--- config.mk ---
export PLATFORM = sky130hd
export DESIGN_NAME = frame_seq_ctrl
export DESIGN_NICKNAME = d
export VERILOG_FILES = /design/src/rtl/frame_seq_ctrl.sv
export SDC_FILE = /design/constraint.sdc
export NUM_CORES = 1
export LEC_CHECK = 0
export ABC_AREA = 0
export CAP_MARGIN = 30
export CORE_MARGIN = 8
export CORE_UTILIZATION = 47
export DETAILED_ROUTE_END_ITERATION = 8
export GPL_ROUTABILITY_DRIVEN = 0
export PLACE_DENSITY = 0.84
export SYNTH_ARGS = -nofsm -noshare
export SYNTH_HDL_FRONTEND = slang
export SYNTH_SLANG_ARGS = --single-unit
export TNS_END_PERCENT = 10
--- constraint.sdc ---
create_clock -name clk -period 2 [get_ports clk]
set_input_delay 0.4 -clock clk [delete_from_list [all_inputs] [get_ports clk]]
set_output_delay 0.4 -clock clk [all_outputs]
set_load 0.01 [all_outputs]
--- src/rtl/frame_seq_ctrl.sv ---
// Per-frame ingress sequencer: gates header capture, hands the header to the
// field extractor, forwards payload, and flags runt and oversize frames.
`timescale 1ns/1ps

module frame_seq_ctrl #(
    parameter int DATA_WIDTH   = 64,
    parameter int HEADER_BYTES = 18,
    parameter int MAX_BEATS    = 190
) (
    input  logic clk,
    input  logic rst,
    input  logic s_tvalid,
    input  logic s_tlast,
    output logic s_tready,
    output logic m_tvalid,
    output logic m_tlast,
    input  logic m_tready,
    output logic frame_start,
    output logic beat_accept,
    input  logic header_done,
    output logic hdr_beat_en,
    output logic hdr_valid,
    input  logic hdr_ready,
    output logic hdr_only,
    output logic err_runt,
    output logic err_oversize,
    output logic busy
);

    localparam int BPB       = DATA_WIDTH / 8;
    localparam int HDR_BEATS = (HEADER_BYTES + BPB - 1) / BPB;
    localparam int CNT_W     = $clog2(MAX_BEATS + 1) + 1;

    localparam logic [CNT_W-1:0] CNT_MAX  = CNT_W'(MAX_BEATS);
    localparam logic [CNT_W-1:0] CNT_LAST = CNT_W'(MAX_BEATS - 1);

    // The frame limit must leave room for the whole header.
    generate
        if (BPB < 1 || MAX_BEATS < HDR_BEATS) begin : g_cfg_check
            $error("frame_seq_ctrl: MAX_BEATS smaller than header beat count");
        end
    endgenerate

    typedef enum logic [2:0] {
        IDLE,
        HEADER,
        TAIL_CHK,
        HDR_WAIT,
        PAYLOAD,
        DROP
    } state_t;

    state_t           state;
    state_t           state_nxt;
    logic [CNT_W-1:0] beat_cnt;
    logic             hdr_only_q;
    logic             hdr_only_nxt;
    logic             err_runt_q;
    logic             err_runt_nxt;
    logic             err_ovs_q;
    logic             err_ovs_nxt;

    logic             s_tready_c;
    logic             m_tvalid_c;
    logic             m_tlast_c;
    logic             frame_start_c;
    logic             beat_accept_c;
    logic             hdr_valid_c;
    logic             accept;

    assign accept = s_tvalid && s_tready_c;

    always_comb begin
        state_nxt     = state;
        hdr_only_nxt  = hdr_only_q;
        err_runt_nxt  = 1'b0;
        err_ovs_nxt   = 1'b0;
        s_tready_c    = 1'b0;
        m_tvalid_c    = 1'b0;
        m_tlast_c     = 1'b0;
        frame_start_c = 1'b0;
        beat_accept_c = 1'b0;
        hdr_valid_c   = 1'b0;

        case (state)
            IDLE: begin
                // First beat is held here so the byte counter clears first.
                frame_start_c = s_tvalid;
                hdr_only_nxt  = 1'b0;
                if (s_tvalid) begin
                    state_nxt = HEADER;
                end
            end

            HEADER: begin
                s_tready_c    = !header_done;
                beat_accept_c = s_tvalid && !header_done;
                if (beat_accept_c && s_tlast) begin
                    state_nxt = TAIL_CHK;
                end else if (header_done) begin
                    state_nxt = HDR_WAIT;
                end
            end

            TAIL_CHK: begin
                if (header_done) begin
                    hdr_only_nxt = 1'b1;
                    state_nxt    = HDR_WAIT;
                end else begin
                    err_runt_nxt = 1'b1;
                    state_nxt    = IDLE;
                end
            end

            HDR_WAIT: begin
                hdr_valid_c = 1'b1;
                if (hdr_ready) begin
                    hdr_only_nxt = 1'b0;
                    state_nxt    = hdr_only_q ? IDLE : PAYLOAD;
                end
            end

            PAYLOAD: begin
                if (beat_cnt < CNT_MAX) begin
                    m_tvalid_c = s_tvalid;
                    s_tready_c = m_tready;
                    m_tlast_c  = s_tlast || (beat_cnt == CNT_LAST);
                    if (s_tvalid && m_tready) begin
                        if (s_tlast) begin
                            state_nxt = IDLE;
                        end else if (beat_cnt == CNT_LAST) begin
                            err_ovs_nxt = 1'b1;
                            state_nxt   = DROP;
                        end
                    end
                end else begin
                    // Header alone exhausted the budget: discard the rest.
                    err_ovs_nxt = 1'b1;
                    state_nxt   = DROP;
                end
            end

            DROP: begin
                s_tready_c = 1'b1;
                if (s_tvalid && s_tlast) begin
                    state_nxt = IDLE;
                end
            end

            default: begin
                state_nxt = IDLE;
            end
        endcase
    end

    always_ff @(posedge clk) begin
        if (rst) begin
            state      <= IDLE;
            beat_cnt   <= '0;
            hdr_only_q <= 1'b0;
            err_runt_q <= 1'b0;
            err_ovs_q  <= 1'b0;
        end else begin
            state      <= state_nxt;
            hdr_only_q <= hdr_only_nxt;
            err_runt_q <= err_runt_nxt;
            err_ovs_q  <= err_ovs_nxt;
            if (state == IDLE) begin
                beat_cnt <= '0;
            end else if (accept && state != DROP && beat_cnt != CNT_MAX) begin
                beat_cnt <= beat_cnt + CNT_W'(1);
            end
        end
    end

    // Every output is forced low while reset is held, including frame_start.
    assign s_tready     = s_tready_c    && !rst;
    assign m_tvalid     = m_tvalid_c    && !rst;
    assign m_tlast      = m_tlast_c     && !rst;
    assign frame_start  = frame_start_c && !rst;
    assign beat_accept  = beat_accept_c && !rst;
    assign hdr_beat_en  = beat_accept_c && !rst;
    assign hdr_valid    = hdr_valid_c   && !rst;
    assign hdr_only     = hdr_only_q    && !rst;
    assign err_runt     = err_runt_q    && !rst;
    assign err_oversize = err_ovs_q     && !rst;
    assign busy         = (state != IDLE) && !rst;

endmodule

==> Implementation_results.wiki, run 1 <==
{| class="wikitable"
! Metric !! Value
|-
| Cell leakage power || 0.582 nW
|-
| Count of nets after finishing || 185
|-
| Maximum number of pins on one net before global-route repair || 16
|-
| Slew margin rel. || 76.6%
|-
| Quantity of hold-fixing buffers added after cts || 0
|-
| Sink Count || 15
|-
| CTS max path bufs || 2
|-
| Core area || between 2000 and 2500 µm²
|-
| Depth of the worst register-to-register path || 6
|-
| Number of buffers created by CTS || 3
|-
| Residual DRC count || 0
|-
| Initial antenna violation count || 0
|-
| Sequential element share of the synthesized area || 28.1%
|-
| Max-slew violation total from the final report || 0
|-
| Ports placed on the boundary || 18
|-
| Leading register cell type out of synthesis || sky130_fd_sc_hd__dfxtp_1
|-
| Via count of the first global-routing pass || between 1000 and 1500
|-
| Mean number of vias per cell || 5.72
|-
| Half-perimeter wire length after detailed placement || 2190 µm
|-
| Violated checks || negative setup slack
|-
| Setup slack of the most critical reg-to-reg path || -0.06 ns
|-
| Chip Width || 63.7 µm
|-
| IR Drop Worst-Case VDD || 0.529 mV
|-
| Leading post-synthesis cells by instance count || sky130_fd_sc_hd__dfxtp_1 (15), sky130_fd_sc_hd__a21oi_1 (12), sky130_fd_sc_hd__inv_1 (9), sky130_fd_sc_hd__nand2_1 (9), sky130_fd_sc_hd__o21ai_0 (9)
|-
| Share of final-layout standard cells stronger than drive strength 1 || 31.0%
|-
| Required @ worst endpoint || 1.60 ns
|-
| Number of endpoints failing setup at the final stage || 6
|-
| Antenna viol nets, final || 0
|-
| Worst Skew || 0.00954 ns
|-
| Diode insertion count for antenna repair || 0
|-
| WP data arrival || roughly 1.8 ns
|-
| Hold Path Depth || 2
|-
| Achievable Freq || 464 MHz
|-
| Cell area after technology mapping || ~1100 µm²
|-
| Global-route wire length before repair || 4600 µm
|-
| Placement row count || 17
|-
| Worst stage delay on the critical path || 0.41 ns
|-
| Largest cells by area after synthesis || sky130_fd_sc_hd__dfxtp_1 (28%), sky130_fd_sc_hd__a21oi_1 (5.6%), sky130_fd_sc_hd__o21ai_0 (4.2%)
|-
| Drt first pass iters || 4
|-
| Area of the die || 4060 µm²
|-
| Cell at the root of the clock tree || sky130_fd_sc_hd__clkbuf_4
|-
| Actual slew at the worst max-slew pin || between 0.3 and 0.4 ns
|-
| Synthesized area divided by synthesized cell count || 7.92 µm²
|-
| Number of synthesized register bits || 15
|-
| Count leader, synth || sky130_fd_sc_hd__dfxtp_1
|-
| Number of port buffers || 17
|-
| Slowest cell on the critical path || sky130_fd_sc_hd__or3b_4
|-
| Share of async-settable or async-resettable flops after synthesis || 0%
|-
| Instance count of the mapped netlist || 135
|-
| Number of nets produced by synthesis || 145
|-
| Warnings, synthesis || 0
|-
| Hold Vio Cnt, Final || 0
|-
| Worst min path class || reg2reg
|-
| Drt wl/cell || 13.6 µm
|-
| Skew-Pair Late Insertion Delay || roughly 0.29 ns
|-
| Clock tree from TritonCTS || yes
|-
| EDFF count, synth || 0
|-
| Finished Core Util || 67.2%
|-
| Minimum clock period || 2.15 ns
|-
| Global Route Usage Sum || 13.6%
|-
| WHS Endpoint || hdr_only_q
|-
| Crit Path Category || reg2out
|-
| Run status || finished with violations
|-
| Final Routed Wirelength || 2740 µm
|-
| Final cell count without fillers || 202
|-
| Starting Density || 48.8%
|-
| Dominant cell type by area after synthesis || sky130_fd_sc_hd__dfxtp_1
|-
| Reg2reg start || state[1]
|-
| GR Overflow Total || 0
|-
| DIE HEIGHT || 63.7 µm
|-
| Via Count || about 1200
|-
| Post-synthesis cell type count || 42
|-
| Worst path cell trace || or3b_4 -> a211oi_4 -> a32oi_2 -> nor2_1 -> buf_2
|-
| Share of the synthesized area in the top cell type || 28.1%
|-
| Placed cell count || 197
|-
| Buf/Inv on CP || 1
|-
| Hold path startpoint || hdr_only_q
|-
| Max FO, Critical Path || 3
|-
| Worst Setup Start Kind || flip-flop
|-
| Area growth from synthesis to final layout || 37.8%
|-
| Setup ws final || -0.155 ns
|-
| Total power divided by cell area || between 800 and 900 nW/µm²
|-
| Clock input transition at the sequential cells of the worst setup and hold paths || approximately 0.09 ns
|-
| Worst reg2reg path endpoint || beat_cnt[8]
|-
| H-tree depth || 1
|-
| Initial DRC Count || 38
|-
| Part of the cycle the worst path needs || 108%
|-
| Endpoint type of the worst setup path || output port
|-
| Cell type group with the largest total delay on the critical path || simple AND/OR/NAND/NOR gates
|-
| Setup repair after global routing missed its margin || yes
|-
| Max-Cap Viols || 0
|}
## layer usage
metal | track usage (%) | routed length [µm] | part of all wire (%)
met1 | 14.2 | 1220 | 44
met2 | 24.7 | 1370 | 50
met4 | 4.46 | 34 | 1.2
met3 | 4.59 | 125 | 4.6
met5 | 0 | 0 | 0
## metrics by stage
stage / total power (W) / setup TNS, ns / area, µm² / hold WS (ns) / setup WS, ns
4_1_cts: 0.00129 / -0.681 / 1440 / 0.503 / -0.224
3_3_place_gp: 0.00109 / -2.81 / 1420 / 0.488 / -0.266
2_1_floorplan: 0.000824 / 0 / 1070 / 0.473 / 0.0975
6_report: 0.00132 / -0.395 / 1470 / 0.503 / -0.155
3_5_place_dp: 0.00111 / -3.64 / 1420 / 0.490 / -0.345
5_1_grt: 0.00141 / -0.821 / 1470 / 0.559 / -0.237
## cell type report
cell class	instances	area, µm²
Tap cell	28	35.0
Inverter	9	33.8
Fill cell	174	718
Timing Repair Buffer	44	355
Clock buffer	4	26.3
Multi-Input combinational cell	102	719
Sequential cell	15	303
## worst max-delay path by stage
stage                            from           to  slack [ns]  depth (start not counted)
after global placement    header_done     s_tready       -0.27                          5
after global routing         state[1]     s_tready       -0.24                          5
after detailed placement          rst  beat_accept       -0.35                          5
after floorplan           beat_cnt[7]     s_tready         0.1                          5
after CTS                    state[0]      m_tlast       -0.22                          5
final                        state[1]     s_tready       -0.15                          5
## tightest hold or removal path, stage by stage (launching register included)
cell	delay, ns
sky130_fd_sc_hd__dfxtp_1	0.32
sky130_fd_sc_hd__o21ai_0	0.07
sky130_fd_sc_hd__a221oi_1	0.07
## cells in the final DEF, fill, tap and decap left out, types with 7 or more instances in the layout
master / synthesis / layout
sky130_fd_sc_hd__buf_4: 1 / 25
sky130_fd_sc_hd__dfxtp_1: 15 / 13
sky130_fd_sc_hd__a21oi_1: 12 / 10
sky130_fd_sc_hd__inv_1: 9 / 9
sky130_fd_sc_hd__o21ai_0: 9 / 9
sky130_fd_sc_hd__nand3_1: 8 / 8
sky130_fd_sc_hd__nand2_1: 9 / 8
sky130_fd_sc_hd__dlygate4sd2_1: 0 / 8
sky130_fd_sc_hd__or3_1: 7 / 7
## report_power, final
| part | internal, W | switching [W] |
|---|---|---|
| clock | 0.0000775 | 0.0000965 |
| combinational | 0.000365 | 0.000411 |
| sequential | 0.000341 | 0.0000268 |
## kinds of logic (layout without fill, tap and decap cells)
kind of cell	Yosys count	after routing	share of synthesized area, %
and+or+nand+nor	59	59	32.1
buffers and inverters	18	57	8.20
adders and majority gates	3	3	3.51
AOI/OAI and AO/OA	40	40	28.1
DFF	15	15	28.1
## registers in the layout, indices dropped and copies added (netlist names)
name,cells
beat_cnt,9
err_runt_q,1
hdr_only_q,1
err_ovs_q,1
state,3
## repair_timing
item / 4_1_cts / 5_1_grt
gates resized for setup: 21 / 14
cloned: 0 / 0
endpoints found under the setup margin: 12 / 11
pin swaps: 0 / 7
setup buffers: 0 / 1
Power figures use the tool's default switching activity.
==> inputs of run 2 (changes only) <==
==> constraint.sdc (replaced) <==
create_clock -name clk -period 2 [get_ports clk]
set_input_delay 0.6 -clock clk [delete_from_list [all_inputs] [get_ports clk]]
set_output_delay 0.6 -clock clk [all_outputs]
set_load 0.01 [all_outputs]
==> Implementation_results.wiki, run 2 (synthesized netlist as in run 1, its figures left out) <==
{| class="wikitable"
! Metric !! Value
|-
| Commonest cells after routing, fill and taps aside || sky130_fd_sc_hd__buf_4 (34), sky130_fd_sc_hd__a21oi_1 (12), sky130_fd_sc_hd__dfxtp_1 (12)
|-
| Final Routed Wirelength || 3210 µm (+17%)
|-
| Max-Cap Viols || 0 (unchanged)
|-
| Sw frac || 41.7% (+1.2 points)
|-
| Minimum clock period || 2.32 ns (+0.170 ns)
|-
| Ports placed on the boundary || 18 (unchanged)
|-
| Placement row count || 17 (unchanged)
|-
| Worst Skew || 0.00540 ns (-0.00415 ns)
|-
| Worst min path class || reg2reg
|-
| Via Count || 1235 (+6.8%)
|-
| Antenna viol nets, final || 0 (unchanged)
|-
| Actual slew at the worst max-slew pin || 0.322 ns (-0.0273 ns)
|-
| GR Overflow Total || 0 (unchanged)
|-
| Skew-Pair Late Insertion Delay || 0.29 ns (about the same)
|-
| Cell leakage power || 0.618 nW (+6.2%)
|-
| Worst Setup Start Kind || flip-flop
|-
| Number of endpoints failing setup at the final stage || 9 (+3)
|-
| Setup ws final || -0.324 ns (-0.170 ns)
|-
| Biggest registers after layout || beat_cnt x9, state x3
|-
| Share of final-layout standard cells stronger than drive strength 1 || 41.3% (+10 points)
|-
| Achievable Freq || 430 MHz (-7.3%)
|-
| Chip Width || 63.7 µm (unchanged)
|-
| Number of port buffers || 17 (unchanged)
|-
| Hold Vio Cnt, Final || 0 (unchanged)
|-
| Area growth from synthesis to final layout || 46.6%
|-
| IR Drop Worst-Case VDD || 0.582 mV (+10%)
|-
| Diode insertion count for antenna repair || 0 (unchanged)
|-
| Global-route wire length before repair || 5240 µm (+14%)
|-
| Via count of the first global-routing pass || 1257 (+16%)
|-
| CTS max path bufs || 2 (unchanged)
|-
| Max FO, Critical Path || 4 (+1)
|-
| Switching power of the nets || 0.000582 W (+8.9%)
|-
| Count of nets after finishing || 195 (+5.4%)
|-
| Total of fill cells in the finished design || 150 (-14%)
|-
| Global Route Usage Sum || 15.4% (+1.8 points)
|-
| Hold slack final || 0.518 ns (+0.0153 ns)
|-
| Area of the die || 4060 µm² (unchanged)
|-
| DIE HEIGHT || 63.7 µm (unchanged)
|-
| Residual DRC count || 0 (unchanged)
|-
| Starting Density || 48.8% (unchanged)
|-
| Initial antenna violation count || 0 (unchanged)
|-
| Half-perimeter wire length after detailed placement || 2390 µm (+9.5%)
|-
| Largest register FFs || 9 (unchanged)
|-
| Number of buffers created by CTS || 3 (unchanged)
|-
| Total power divided by cell area || 890 nW/µm² (-0.57%)
|-
| Drt wl/cell || 15.1 µm (+11%)
|-
| Clock tree from TritonCTS || yes
|-
| Setup TNS || -1.29 ns (-0.895 ns)
|-
| Max-slew violation total from the final report || 0 (unchanged)
|-
| Mean number of vias per cell || 5.83 (+1.8%)
|-
| Internal power || 0.000812 W (+3.7%)
|-
| Largest register by flop count || beat_cnt
|-
| Quantity of hold-fixing buffers added after cts || 0 (unchanged)
|-
| Cell at the root of the clock tree || sky130_fd_sc_hd__clkbuf_4
|-
| Part of the total power dissipated in the clock network || 12.8% (-0.4 points)
|-
| Required @ worst endpoint || 1.40 ns (-0.20 ns)
|-
| WP data arrival || 1.72 ns (-0.03 ns)
|-
| Placement-stage worst setup slack || -0.808 ns (-0.463 ns)
|-
| H-tree depth || 1 (unchanged)
|-
| Slew margin rel. || 78.4% (+1.8 points)
|-
| Initial DRC Count || 70 (+84%)
|-
| Sink Count || 15 (unchanged)
|-
| Part of the cycle the worst path needs || 116% (+8.5 points)
|-
| Core area || 2190 µm² (unchanged)
|-
| Clock input transition at the sequential cells of the worst setup and hold paths || 0.09 ns (about the same)
|-
| Crit Path Category || reg2out
|-
| Total power consumption of the routed design || 0.00139 W (+5.8%)
|-
| Maximum number of pins on one net before global-route repair || 16 (unchanged)
|-
| Commonest non-fill, non-tap cell in the layout || sky130_fd_sc_hd__buf_4
|-
| Violated checks || negative setup slack
|-
| Endpoint type of the worst setup path || output port
|-
| Sequential power share || 26.0% (-1.9 points)
|-
| Setup repair after global routing missed its margin || yes
|-
| Run status || finished with violations
|-
| Drt first pass iters || 4 (unchanged)
|-
| Relative contribution of combinational cells to total power || 61.2% (+2.3 points)
|}
## run 2: layout make-up
class	instances	area, µm²	area share (%)
timing repair buffer	54	408	26.0
inverter	9	33.8	2.16
multi-input combinational	102	758	48.4
clock inverter	1	5.00	0.319
clock buffer	3	22.5	1.44
tap	28	35.0	2.24
sequential	15	304	19.4
## run 2: critical path, cell delays in order (launching register included)
cell and delay, ns:
sky130_fd_sc_hd__dfxtp_2 0.34, sky130_fd_sc_hd__or3b_4 0.40, sky130_fd_sc_hd__a211oi_4 0.21, sky130_fd_sc_hd__buf_6 0.15, sky130_fd_sc_hd__nand2_4 0.05, sky130_fd_sc_hd__nor3_2 0.14
sky130_fd_sc_hd__buf_2 0.15
## run 2: path summary, 6_finish.rpt
path                                  from           to  slack [ns]  cells after the start
worst min-delay path            hdr_only_q   hdr_only_q        0.52                      2
worst max-delay path              state[2]      m_tlast       -0.32                      6
worst min register to register  hdr_only_q   hdr_only_q        0.52                      2
worst max register to register    state[2]  beat_cnt[8]       -0.11                      7
## run 2: power by group through the flow
| stage | clock [W] | sequential [W] | combinational [W] |
|---|---|---|---|
| floorplan | 0 | 0.000370 | 0.000463 |
| global placement | 0 | 0.000362 | 0.000728 |
| detailed placement | 0 | 0.000366 | 0.000751 |
| CTS | 0.000182 | 0.000363 | 0.000798 |
| global route | 0.000193 | 0.000366 | 0.000919 |
| finish | 0.000178 | 0.000363 | 0.000853 |
## run 2: layer usage
layer  part of all wire (%)  up-vias  GRT usage [%]
met5                      0        -              0
met4                    1.2        0           7.52
met3                    5.4        6           5.12
met2                     55       35           29.0
met1                     38      596           14.5
li1                       -      598              -
## run 2: what timing repair did
action,4_1_cts,5_1_grt
gates resized for setup,57,13
setup endpoints to repair,19,19
buffers inserted,3,1
pin swaps,5,6
## run 2: per-stage QoR
stage	instance area [µm²]	util (%)	std cells
global route	1570	71.5	212
CTS	1540	70.1	211
floorplan	1080	-	135
global placement	1480	67.4	204
finish	1570	71.5	212
detailed placement	1480	67.4	204
==> inputs of run 3 (changes only) <==
--- a/config.mk
+++ b/config.mk
@@ -8,10 +8,10 @@
 export ABC_AREA = 0
 export CAP_MARGIN = 30
 export CORE_MARGIN = 8
-export CORE_UTILIZATION = 47
+export CORE_UTILIZATION = 43
 export DETAILED_ROUTE_END_ITERATION = 8
 export GPL_ROUTABILITY_DRIVEN = 0
-export PLACE_DENSITY = 0.84
+export PLACE_DENSITY = 0.78
 export SYNTH_ARGS = -nofsm -noshare
 export SYNTH_HDL_FRONTEND = slang
 export SYNTH_SLANG_ARGS = --single-unit
==> Implementation_results.wiki, run 3 (synthesized netlist as in run 1, its figures left out) <==
{| class="wikitable"
! Metric !! Value
|-
| Run status || finished with violations
|-
| Violated checks || negative setup slack
|-
| Starting Density || 44.3% (-4.4 points)
|-
| Cell at the root of the clock tree || sky130_fd_sc_hd__clkbuf_4
|-
| Chip Width || 65.9 µm (+3.4%)
|-
| Ports placed on the boundary || 18 (unchanged)
|-
| Sink Count || 15 (unchanged)
|-
| Area taken by flip-flops and latches || 305 µm² (+0.41%)
|-
| Depth of the worst register-to-register path || 8 (+1)
|-
| Antenna viol nets, final || 0 (unchanged)
|-
| Mean number of vias per cell || 5.61 (-3.8%)
|-
| Commonest cells after routing, fill and taps aside || sky130_fd_sc_hd__buf_4 (35), sky130_fd_sc_hd__a21oi_1 (12), sky130_fd_sc_hd__dfxtp_1 (11)
|-
| Part of the cycle the worst path needs || 119% (+3.2 points)
|-
| Share of final-layout standard cells stronger than drive strength 1 || 42.6% (+1.2 points)
|-
| Worst min path class || reg2reg
|-
| Cell leakage power || 0.639 nW (+3.5%)
|-
| WP data arrival || 1.79 ns (+0.07 ns)
|-
| Clock tree from TritonCTS || yes
|-
| Area of the multi-input gates || 733 µm² (-3.3%)
|-
| Maximum number of pins on one net before global-route repair || 16 (unchanged)
|-
| Placement row count || 18 (+1)
|-
| DIE HEIGHT || 65.9 µm (+3.4%)
|-
| Count of nets after finishing || 199 (+2.1%)
|-
| Via count of the first global-routing pass || 1202 (-4.4%)
|-
| Via Count || 1222 (-1.1%)
|-
| Biggest registers after layout || beat_cnt x9, state x3
|-
| Largest register FFs || 9 (unchanged)
|-
| IR Drop Worst-Case VDD || 0.617 mV (+5.8%)
|-
| Endpoint type of the worst setup path || output port
|-
| Initial DRC Count || 59 (-16%)
|-
| Placed cell count || 209 (+2.5%)
|-
| Required @ worst endpoint || 1.40 ns (about the same)
|-
| Setup slack of the most critical reg-to-reg path || 0.02 ns (+0.13 ns)
|-
| Area growth from synthesis to final layout || 50.1%
|-
| Hold Path Depth || 2 (unchanged)
|-
| Skew-Pair Late Insertion Delay || 0.30 ns (about the same)
|-
| Diode insertion count for antenna repair || 0 (unchanged)
|-
| CTS max path bufs || 2 (unchanged)
|-
| Number of buffers created by CTS || 3 (unchanged)
|-
| Quantity of hold-fixing buffers added after cts || 0 (unchanged)
|-
| Hold Vio Cnt, Final || 0 (unchanged)
|-
| Actual slew at the worst max-slew pin || 0.318 ns (-0.00369 ns)
|-
| Core area || 2410 µm² (+10%)
|-
| Clock input transition at the sequential cells of the worst setup and hold paths || 0.10 ns (about the same)
|-
| Total of fill cells in the finished design || 215 (+43%)
|-
| Drt first pass iters || 4 (unchanged)
|-
| Finished Core Util || 66.6% (-4.9 points)
|-
| Initial antenna violation count || 0 (unchanged)
|-
| Max-slew violation total from the final report || 0 (unchanged)
|-
| Commonest non-fill, non-tap cell in the layout || sky130_fd_sc_hd__buf_4
|-
| GR Overflow Total || 0 (unchanged)
|-
| Worst Skew || 0.00735 ns (+0.00196 ns)
|-
| Half-perimeter wire length after detailed placement || 2400 µm (+0.35%)
|-
| Largest register by flop count || beat_cnt
|-
| Max FO, Critical Path || 2 (-2)
|-
| Slew margin rel. || 78.8% (+0.39 points)
|-
| Number of port buffers || 17 (unchanged)
|-
| Crit Path Category || reg2out
|-
| Minimum clock period || 2.39 ns (+0.0634 ns)
|-
| Final cell count without fillers || 218 (+2.8%)
|-
| Total power divided by cell area || 906 nW/µm² (+1.8%)
|-
| Global Route Usage Sum || 15.3% (-0.17 points)
|-
| Worst Setup Start Kind || flip-flop
|-
| Max-Cap Viols || 0 (unchanged)
|-
| Placement-stage worst setup slack || -0.754 ns (+0.0541 ns)
|-
| Residual DRC count || 0 (unchanged)
|-
| Final Routed Wirelength || 3310 µm (+3.2%)
|-
| Achievable Freq || 419 MHz (-2.7%)
|-
| Area of the die || 4340 µm² (+6.9%)
|-
| Setup repair after global routing missed its margin || yes
|-
| Global-route wire length before repair || 5260 µm (+0.38%)
|-
| Setup ws final || -0.387 ns (-0.0634 ns)
|-
| H-tree depth || 1 (unchanged)
|-
| Drt wl/cell || 15.2 µm (+0.34%)
|-
| Number of endpoints failing setup at the final stage || 7 (-2)
|}
==> run 3: metal layers <==
metal / share of wire (%) / global-route usage [%] / wire length [µm]
met1: 40 / 15.3 / 1330
met5: 0 / 0 / 0
met3: 4.8 / 4.75 / 159
met2: 53 / 28.6 / 1750
met4: 2.0 / 5.45 / 65
==> run 3: path summary, 6_finish.rpt <==
kind / from / to
min reg2reg: hdr_only_q / hdr_only_q
max: state[0] / s_tready
min: hdr_only_q / hdr_only_q
max reg2reg: state[0] / beat_cnt[6]
==> run 3: critical path, cell delays in order, from the launching register on <==
cell                              delay (ns)
sky130_fd_sc_hd__dfxtp_2                0.33
sky130_fd_sc_hd__or3b_4                 0.41
sky130_fd_sc_hd__a211oi_4               0.23
sky130_fd_sc_hd__a32oi_2                0.16
sky130_fd_sc_hd__nor2_2                 0.12
sky130_fd_sc_hd__clkdlybuf4s15_2        0.23
==> run 3: stage by stage <==
stage	total power (W)	instance area (µm²)	TNS [ns]	hold slack [ns]
2_1_floorplan	0.000833	1080	-0.0329	0.473
3_3_place_gp	0.00112	1500	-9.90	0.492
3_5_place_dp	0.00114	1500	-10.90	0.498
4_1_cts	0.00139	1570	-1.62	0.513
5_1_grt	0.00155	1600	-2.07	0.580
6_report	0.00145	1600	-1.31	0.535
==> run 3: area by class of cell <==
class                      count  area share [%]
clock buffer                   4            1.64
multi-input combinational    102            45.7
timing repair buffer          58            29.2
sequential                    15            19.0
inverter                       9            2.11
tap                           30            2.34
==> run 3: repair_timing <==
item	4_1_cts	5_1_grt
endpoints found under the setup margin	20	15
setup buffers	3	2
pin swaps	9	6
resized for setup	56	12
==> run 3: report_power, final <==
group	switching [W]	internal, W	leakage, nW	total, W
sequential	0.0000212	0.000343	0.123	0.000365
clock	0.000107	0.0000778	0.0150	0.000185
combinational	0.000456	0.000448	0.501	0.000904
